## src/rtl/uart_rx.sv

```systemverilog
// 8N1 UART receiver with mid-bit sampling and a one-byte holding register.
// Define UART_RX_PARITY_EN for 8E1 frames with a sticky parity-error flag (perr).
module uart_rx #(
  parameter int CLK_PER_BIT = 217,
  parameter int CNT_W       = 16
) (
  input  logic       clk,
  input  logic       reset,
  input  logic       rx,
  input  logic       ack,
  output logic [7:0] data,
  output logic       valid,
  output logic       busy,
  output logic       overrun,
`ifdef UART_RX_PARITY_EN
  output logic       perr,
`endif
  output logic       ferr
);

  localparam logic [CNT_W-1:0] BIT_LAST = CNT_W'(CLK_PER_BIT - 1);
  localparam logic [CNT_W-1:0] BIT_HALF = CNT_W'((CLK_PER_BIT - 1) / 2);

  typedef enum logic [2:0] {IDLE, START, DATA, PARITY, STOP} state_e;

  state_e           state_q, state_d;
  logic [CNT_W-1:0] cnt_q, cnt_d;
  logic [2:0]       idx_q, idx_d;
  logic [7:0]       shift_q, shift_d;
  logic [7:0]       data_q, data_d;
  logic             valid_q, valid_d;
  logic             overrun_q, overrun_d;
  logic             ferr_q, ferr_d;
  logic             rx_meta_q, rx_s_q;
`ifdef UART_RX_PARITY_EN
  logic             par_q, par_d;
  logic             perr_q, perr_d;
`endif

  logic bit_end;
  assign bit_end = (cnt_q == BIT_LAST);

  // NOTE: synchronizer flops reset to 1 so the idle line is not mistaken for a start bit.
  always_ff @(posedge clk or posedge reset) begin
    if (reset) begin
      rx_meta_q <= 1'b1;
      rx_s_q    <= 1'b1;
    end else begin
      rx_meta_q <= rx;
      rx_s_q    <= rx_meta_q;
    end
  end

  // NOTE: every sequential register uses <= so all state updates see pre-edge values.
  always_ff @(posedge clk or posedge reset) begin
    if (reset) begin
      state_q   <= IDLE;
      cnt_q     <= '0;
      idx_q     <= '0;
      shift_q   <= '0;
      data_q    <= '0;
      valid_q   <= 1'b0;
      overrun_q <= 1'b0;
      ferr_q    <= 1'b0;
`ifdef UART_RX_PARITY_EN
      par_q     <= 1'b0;
      perr_q    <= 1'b0;
`endif
    end else begin
      state_q   <= state_d;
      cnt_q     <= cnt_d;
      idx_q     <= idx_d;
      shift_q   <= shift_d;
      data_q    <= data_d;
      valid_q   <= valid_d;
      overrun_q <= overrun_d;
      ferr_q    <= ferr_d;
`ifdef UART_RX_PARITY_EN
      par_q     <= par_d;
      perr_q    <= perr_d;
`endif
    end
  end

  always_comb begin
    // NOTE: defaults first, so no path through the case leaves a variable unassigned (no latches).
    state_d   = state_q;
    cnt_d     = cnt_q;
    idx_d     = idx_q;
    shift_d   = shift_q;
    data_d    = data_q;
    valid_d   = valid_q;
    overrun_d = overrun_q;
    ferr_d    = ferr_q;
`ifdef UART_RX_PARITY_EN
    par_d     = par_q;
    perr_d    = perr_q;
`endif

    if (ack) begin
      valid_d   = 1'b0;
      overrun_d = 1'b0;
      ferr_d    = 1'b0;
`ifdef UART_RX_PARITY_EN
      perr_d    = 1'b0;
`endif
    end

    unique case (state_q)
      IDLE: begin
        if (!rx_s_q) begin
          state_d = START;
          cnt_d   = '0;
        end
      end
      START: begin
        if (cnt_q == BIT_HALF) begin
          cnt_d   = '0;
          idx_d   = '0;
          state_d = rx_s_q ? IDLE : DATA;
        end else begin
          cnt_d = cnt_q + CNT_W'(1);
        end
      end
      DATA: begin
        if (bit_end) begin
          shift_d[idx_q] = rx_s_q;
          cnt_d          = '0;
          if (idx_q == 3'd7) begin
`ifdef UART_RX_PARITY_EN
            state_d = PARITY;
`else
            state_d = STOP;
`endif
          end else begin
            idx_d = idx_q + 3'd1;
          end
        end else begin
          cnt_d = cnt_q + CNT_W'(1);
        end
      end
`ifdef UART_RX_PARITY_EN
      PARITY: begin
        if (bit_end) begin
          par_d   = rx_s_q;
          cnt_d   = '0;
          state_d = STOP;
        end else begin
          cnt_d = cnt_q + CNT_W'(1);
        end
      end
`endif
      STOP: begin
        if (bit_end) begin
          cnt_d   = '0;
          state_d = IDLE;
          // A same-cycle ack has already cleared valid_d, so overrun needs the raw flags.
          if (rx_s_q) begin
            data_d  = shift_q;
            valid_d = 1'b1;
            if (valid_q && !ack) overrun_d = 1'b1;
          end else begin
            ferr_d = 1'b1;
          end
`ifdef UART_RX_PARITY_EN
          if (^{shift_q, par_q}) perr_d = 1'b1;
`endif
        end else begin
          cnt_d = cnt_q + CNT_W'(1);
        end
      end
      default: state_d = IDLE;
    endcase
  end

  assign data    = data_q;
  assign valid   = valid_q;
  assign busy    = (state_q != IDLE);
  assign overrun = overrun_q;
  assign ferr    = ferr_q;
`ifdef UART_RX_PARITY_EN
  assign perr    = perr_q;
`endif

endmodule

```

## config.mk

```make
export PLATFORM = sky130hd
export DESIGN_NAME = uart_rx
export DESIGN_NICKNAME = d
export VERILOG_FILES = /design/src/rtl/uart_rx.sv
export SDC_FILE = /design/constraint.sdc
export NUM_CORES = 1
export LEC_CHECK = 0
export CORE_MARGIN = 2
export CORE_UTILIZATION = 38
export DETAILED_ROUTE_END_ITERATION = 16
export SLEW_MARGIN = 20
export SYNTH_ARGS = -nofsm -noshare
export SYNTH_HDL_FRONTEND = slang
export SYNTH_SLANG_ARGS = --single-unit
```

## constraint.sdc

```tcl
create_clock -name clk -period 4.8 [get_ports clk]
set_input_delay 0.96 -clock clk [delete_from_list [all_inputs] [get_ports clk]]
set_output_delay 0.96 -clock clk [all_outputs]
set_load 0.01 [all_outputs]
```

==> results of run 1 <==
[worst reg2reg max path: cells and delay by family (launching register included)]
kind / cells / cell delay (ps)
AND/OR/NAND/NOR: 4 / 1590
flip-flops: 1 / 440
multiplexers: 1 / 350
[cell usage after synthesis]
cell / number
and2_1: 2
nor3b_1: 10
nor4b_1: 1
and3_1: 6
mux2i_1: 1
nand3_1: 6
o22ai_1: 2
mux2_2: 8
or3_1: 3
maj3_2: 1
and4b_1: 2
buf_2: 2
a22oi_1: 1
nand3b_1: 2
a22o_1: 2
a211o_2: 1
dfstp_2: 2
nor4bb_1: 2
dfrtp_1: 41
xor2_1: 2
o31ai_1: 1
a21oi_1: 4
nor4_1: 3
or4_4: 1
buf_6: 3
nor2_1: 10
nor3_1: 9
a32oi_1: 1
nand4_1: 3
o21ai_0: 17
nand2_1: 40
clkbuf_1: 5
inv_1: 11
a21o_1: 10
ha_1: 4
xnor2_1: 1
or2_2: 1
[layer usage]
metal  track usage  part of all wire
met3        0.0386             0.032
met5             0                 0
met4        0.0552             0.014
met1         0.184              0.49
met2         0.236              0.47
[stage by stage]
step / area [um2] / hold WS [ps] / instances
global placement: 2330 / 356 / 300
CTS: 2430 / 365 / 308
detailed placement: 2330 / 353 / 300
finish: 2430 / 365 / 308
global route: 2430 / 376 / 308
floorplan: 2140 / 345 / 221
[cells by family (layout without fill, tap and decap cells)]
family,after synthesis,count (layout),synth area share
buffers and inverters,21,36,0.0485
AOI/OAI and AO/OA,39,39,0.114
muxes,9,9,0.0468
DFF,43,43,0.504
xor gates and xnor gates,3,3,0.0123
and+or+nand+nor,101,101,0.246
adders and majority gates,5,5,0.0287
[worst max-delay path by stage]
stage / from / cells past startpoint / to / slack, ps
3_3_place_gp: cnt_q[8]$_DFFE_PP0P_ / 5 / shift_q[4]$_DFFE_PP0P_ / 2380
5_1_grt: state_q[1]$_DFFE_PP0P_ / 3 / busy / 2050
3_5_place_dp: cnt_q[8]$_DFFE_PP0P_ / 5 / shift_q[4]$_DFFE_PP0P_ / 2280
4_1_cts: state_q[1]$_DFFE_PP0P_ / 3 / busy / 2120
6_report: state_q[1]$_DFFE_PP0P_ / 3 / busy / 2130
2_1_floorplan: cnt_q[0]$_DFFE_PP0P_ / 8 / shift_q[4]$_DFFE_PP0P_ / 2650
[registers in the layout, summed over array words and instances, names as in the netlist]
name       flops
cnt_q         16
data           8
ferr           1
idx_q          3
overrun        1
rx_meta_q      1
rx_s_q         1
shift_q        8
state_q        3
valid          1
[where the power goes]
| group | switching (mW) | internal [mW] | leakage (nW) |
|---|---|---|---|
| Sequential | 0.00154 | 0.363 | 0.579 |
| Clock | 0.129 | 0.104 | 0.0443 |
| Combinational | 0.00781 | 0.00286 | 0.554 |
[layout make-up]
| type | count | area (um2) | area share |
|---|---|---|---|
| Sequential cell | 43 | 1080 | 0.445 |
| Multi-Input combinational cell | 157 | 957 | 0.395 |
| Timing Repair Buffer | 17 | 165 | 0.0681 |
| Tap cell | 72 | 90.1 | 0.0371 |
| Clock buffer | 5 | 68.8 | 0.0284 |
| Inverter | 11 | 41.3 | 0.0170 |
| Clock inverter | 3 | 25.0 | 0.0103 |
==> qor.csv, run 1 <==
metric,value,unit
syn_area,2140,um2
grt_max_degree,33,
cts_tree,built,
numCtsBuffers,5,
die_x,79.0,um
ios,16,
worstSkewPairLatency,290,ps
fill_cells,529,
crit_type,flip-flop to output pin,
cap_violations,0,
synthTopCellsByArea,"dfrtp_1, nand2_1, mux2_2, o21ai_0, a21o_1",
max_freq,375,MHz
final_core_util,0.443,
diodes,0,
clock_skew,9.20,ps
drc_errors,0,
nets,243,
reg2reg_slack,2300,ps
critPathMaxFanout,8,
crit_buf_inv,2,
ys_types,37,
status,completed,
pwr_density_cell,251,nW/um2
ir_drop,0.000133,V
cts_hold_buf,0,
post_cts_resized,0,
r2r_start,cnt_q[8]$_DFFE_PP0P_,
final_max_slew_viol_count,0,
hpwl,2800,um
syn-num-nets,229,
synthCells,221,
grt_pass1_vias,1552,
yosys_warnings,0,
yosysTopAreaCellShare,0.480,
grt_overflow_total,0,
slew_headroom,0.419,
vias,1583,
cts.clk_slew.worst_paths,90,ps
fin_tns_setup,0,ps
final_cell_mix,"dfrtp_1, nand2_1, o21ai_0, clkdlybuf4s50_1, inv_1",
path_cells,nor3_1 > inv_1 > clkdlybuf4s50_1,
setup_slack,2130,ps
cts-root-buf,clkbuf_8,
h-tree-depth,2,
final_hold_viol_count,0,
place_ws,2280,ps
crit_family,buffers and inverters,
gp_congestion,0.779,
holdPathEnd,rx_s_q$_DFF_PP1_,
cpPeakStageDelay,500,ps
power_leakage,1.18,nW
cp-start-kind,flip-flop,
drive_above_1_share,0.102,
end_kind,output pin,
min_period,2670,ps
cp_data_required_time,3840,ps
rsz0062_at_grt,no,
hp-class,flip-flop to flip-flop,
slowest_stage,clkdlybuf4s50_1,
rows,27,
p_total,609,uW
postCtsSetupBuffers,0,
clock-sinks,43,
initial_core_util,0.391,
r2r-end,shift_q[4]$_DFFE_PP0P_,
hold_path_depth,0,
crit_arrival,1710,ps
wire_per_inst,12.9,um
vias_per_cell,5.14,
drt-pass1-iter-count,5,
tightestPinTransition,871,ps
fin_crit_sh,0.555,
r2r_cells,5,
dieArea,6250,um2
synth_area_leader_cell,dfrtp_1,
area_growth,13.4,%
antenna_found_initial,0,
io_buffer_count,15,
grt_pass1_wl,7080,um
wl,3970,um
seq_area_frac_synth,0.504,
synth_seq_cells,43,
setup_violations,0,
drt_iter0_drc,124,
die_h,79.0,um
syn_avg_cell_area,9.68,um2
grt_usage,0.145,
clock_path_buffers,2,
hold_path_startpoint,rx_meta_q$_DFF_PP1_,
ant_nets,0,
layout_commonest_cell,dfrtp_1,
coreArea,5470,um2
(Power assumes the default switching activity.)
==> run 2: changes to the inputs <==
==> constraint.sdc (replaced) <==
create_clock -name clk -period 2.4 [get_ports clk]
set_input_delay 0.48 -clock clk [delete_from_list [all_inputs] [get_ports clk]]
set_output_delay 0.48 -clock clk [all_outputs]
set_load 0.01 [all_outputs]
==> run 2 against run 1 <==
  * Register-to-register slack got worse by 2100 ps
  * Clock power increased by 110%
  * Global-route usage increased by 0.58 points
  * Utilization increased by 1.6 points
  * Via count increased by 4.0%
  * Final cell count increased by 3.9%
  * Power increased by 100%
  * Largest cell class unchanged
  * Critical path type unchanged
==> qor.csv, run 2 (synthesis results as in run 1) <==
metric,value,unit,change
die_h,79.0,um,unchanged
vias_per_cell,5.15,,+0.14%
drc_errors,0,,unchanged
r2r_start,cnt_q[8]$_DFFE_PP0P_,,
final_cell_mix,"dfrtp_1, nand2_1, o21ai_0, clkdlybuf4s50_1, buf_4",,
ios,16,,unchanged
hold_path_startpoint,rx_meta_q$_DFF_PP1_,,
cp-start-kind,flip-flop,,
antenna_found_initial,0,,unchanged
tightestPinTransition,553,ps,-318 ps
slew_headroom,0.631,,+0.212
end_kind,output pin,,
largest_reg_flops,16,,unchanged
sequentialPowerShare,0.589,,-0.011
initial_core_util,0.391,,unchanged
power_leakage,1.24,nW,+5.1%
post_cts_resized,0,,unchanged
p_sw,294,uW,+110%
cap_violations,0,,unchanged
slowest_stage,clkdlybuf4s50_1,,
grt_pass1_wl,7350,um,+3.8%
drt-pass1-iter-count,4,,-1
io_buffer_count,15,,unchanged
cpPeakStageDelay,490,ps,about the same
crit_type,flip-flop to output pin,,
die_x,79.0,um,unchanged
status,completed,,
startpoint,state_q[1]$_DFFE_PP0P_,,
hp-class,flip-flop to flip-flop,,
layout_commonest_cell,dfrtp_1,,
cts-root-buf,clkbuf_8,,
multi_input_area,957,um2,unchanged
p_int,942,uW,+100%
fin_crit_sh,0.924,,
grt_usage,0.150,,+0.00575
critPathMaxFanout,7,,-1
ir_drop,0.000247,V,+85%
postCtsSetupBuffers,0,,unchanged
final_hold_viol_count,0,,unchanged
cts_hold_buf,0,,unchanged
nets,255,,+4.9%
cts_tree,built,,
grt_pass1_vias,1602,,+3.2%
min_period,2220,ps,
area_growth,17.6,%,
regMostFlops,cnt_q,,
clock_skew,8.81,ps,-0.392 ps
p_total,1.24,mW,+100%
rsz0062_at_grt,no,,
drive_above_1_share,0.145,,+0.0435
grt_max_degree,44,,+33%
final-seq-area,1080,um2,unchanged
max_freq,451,MHz,
grt_overflow_total,0,,unchanged
clock_path_buffers,2,,unchanged
worstSkewPairLatency,310,ps,+20 ps
cp_data_required_time,1920,ps,-1920 ps
h-tree-depth,2,,unchanged
vias,1647,,+4.0%
hpwl,2880,um,+2.9%
fin_tns_setup,0,ps,unchanged
rows,27,,unchanged
p_comb_frac,0.021,,+0.003
wire_per_inst,12.8,um,-0.55%
numCtsBuffers,5,,unchanged
dieArea,6250,um2,unchanged
drt_iter0_drc,149,,+20%
fill_cells,547,,+3.4%
clock-sinks,43,,unchanged
diodes,0,,unchanged
pwr_density_cell,491,nW/um2,+96%
coreArea,5470,um2,unchanged
pwr-share-clk,0.391,,+0.008
wl,4100,um,+3.3%
final_max_slew_viol_count,0,,unchanged
crit_arrival,1740,ps,+30 ps
ant_nets,0,,unchanged
setup_violations,0,,unchanged
cts.clk_slew.worst_paths,90,ps,about the same
path_cells,buf_4 > nor3_1 > inv_1 > clkdlybuf4s50_1,,
p_sw_frac,0.238,,+0.0109
gp_congestion,0.764,,-2.0%
run 2: final cells by class:
| type | instances | share of cell area |
|---|---|---|
| flip-flops and latches | 43 | 0.429 |
| multi-input cells | 157 | 0.380 |
| clock buffers | 5 | 0.0273 |
| repair buffers | 29 | 0.101 |
| well taps | 72 | 0.0358 |
| clock inverters | 3 | 0.00995 |
| inverters | 11 | 0.0164 |
run 2: worst paths after layout:
| kind | to | slack (ps) | cells after the start |
|---|---|---|---|
| max | busy | 180 | 4 |
| min | rx_s_q$_DFF_PP1_ | 370 | 0 |
| max reg2reg | shift_q[2]$_DFFE_PP0P_ | 240 | 5 |
| min reg2reg | rx_s_q$_DFF_PP1_ | 370 | 0 |
| max in group asynchronous | rx_meta_q$_DFF_PP1_ | 1400 | 3 |
| min in group asynchronous | overrun$_DFF_PP0_ | 600 | 3 |
run 2: per-stage QoR:
stage	cells	util	worst slack, ps	hold WS [ps]	cell area, um2
after global routing	320	0.460	38.3	373	2520
after CTS	320	0.460	170	370	2520
final	320	0.460	182	370	2520
after floorplan	221	-	253	345	2140
after global placement	312	0.443	225	356	2420
after detailed placement	312	0.443	229	357	2420
run 2: metal layers:
layer	part of all wire	routed length (um)	GRT usage
met1	0.47	1940	0.191
met4	0.012	49	0.0517
met5	0	0	0
met3	0.036	148	0.0420
met2	0.48	1960	0.247
run 2: power by group through the flow:
stage / Combinational, mW / Sequential (mW) / Clock (mW)
2_1_floorplan: 0.0131 / 0.742 / 0
3_3_place_gp: 0.0270 / 0.742 / 0
5_1_grt: 0.0303 / 0.728 / 0.535
6_report: 0.0253 / 0.728 / 0.483
3_5_place_dp: 0.0269 / 0.742 / 0
4_1_cts: 0.0270 / 0.728 / 0.500
run 2: worst max-delay path: cells and delay by family (launching register included):
kind / cells / cell delay, ps
flops: 1 / 390
buf+inv: 3 / 740
simple gates: 1 / 310
==> run 3: changes to the inputs <==
--- a/config.mk
+++ b/config.mk
@@ -8,6 +8,8 @@
 export CORE_MARGIN = 2
 export CORE_UTILIZATION = 38
 export DETAILED_ROUTE_END_ITERATION = 16
+export GPL_ROUTABILITY_DRIVEN = 0
+export SKIP_CTS_REPAIR_TIMING = 1
 export SLEW_MARGIN = 20
 export SYNTH_ARGS = -nofsm -noshare
 export SYNTH_HDL_FRONTEND = slang
==> results of run 3 <==
No change in the layout: final DEF, timing and power equal those of run 2.
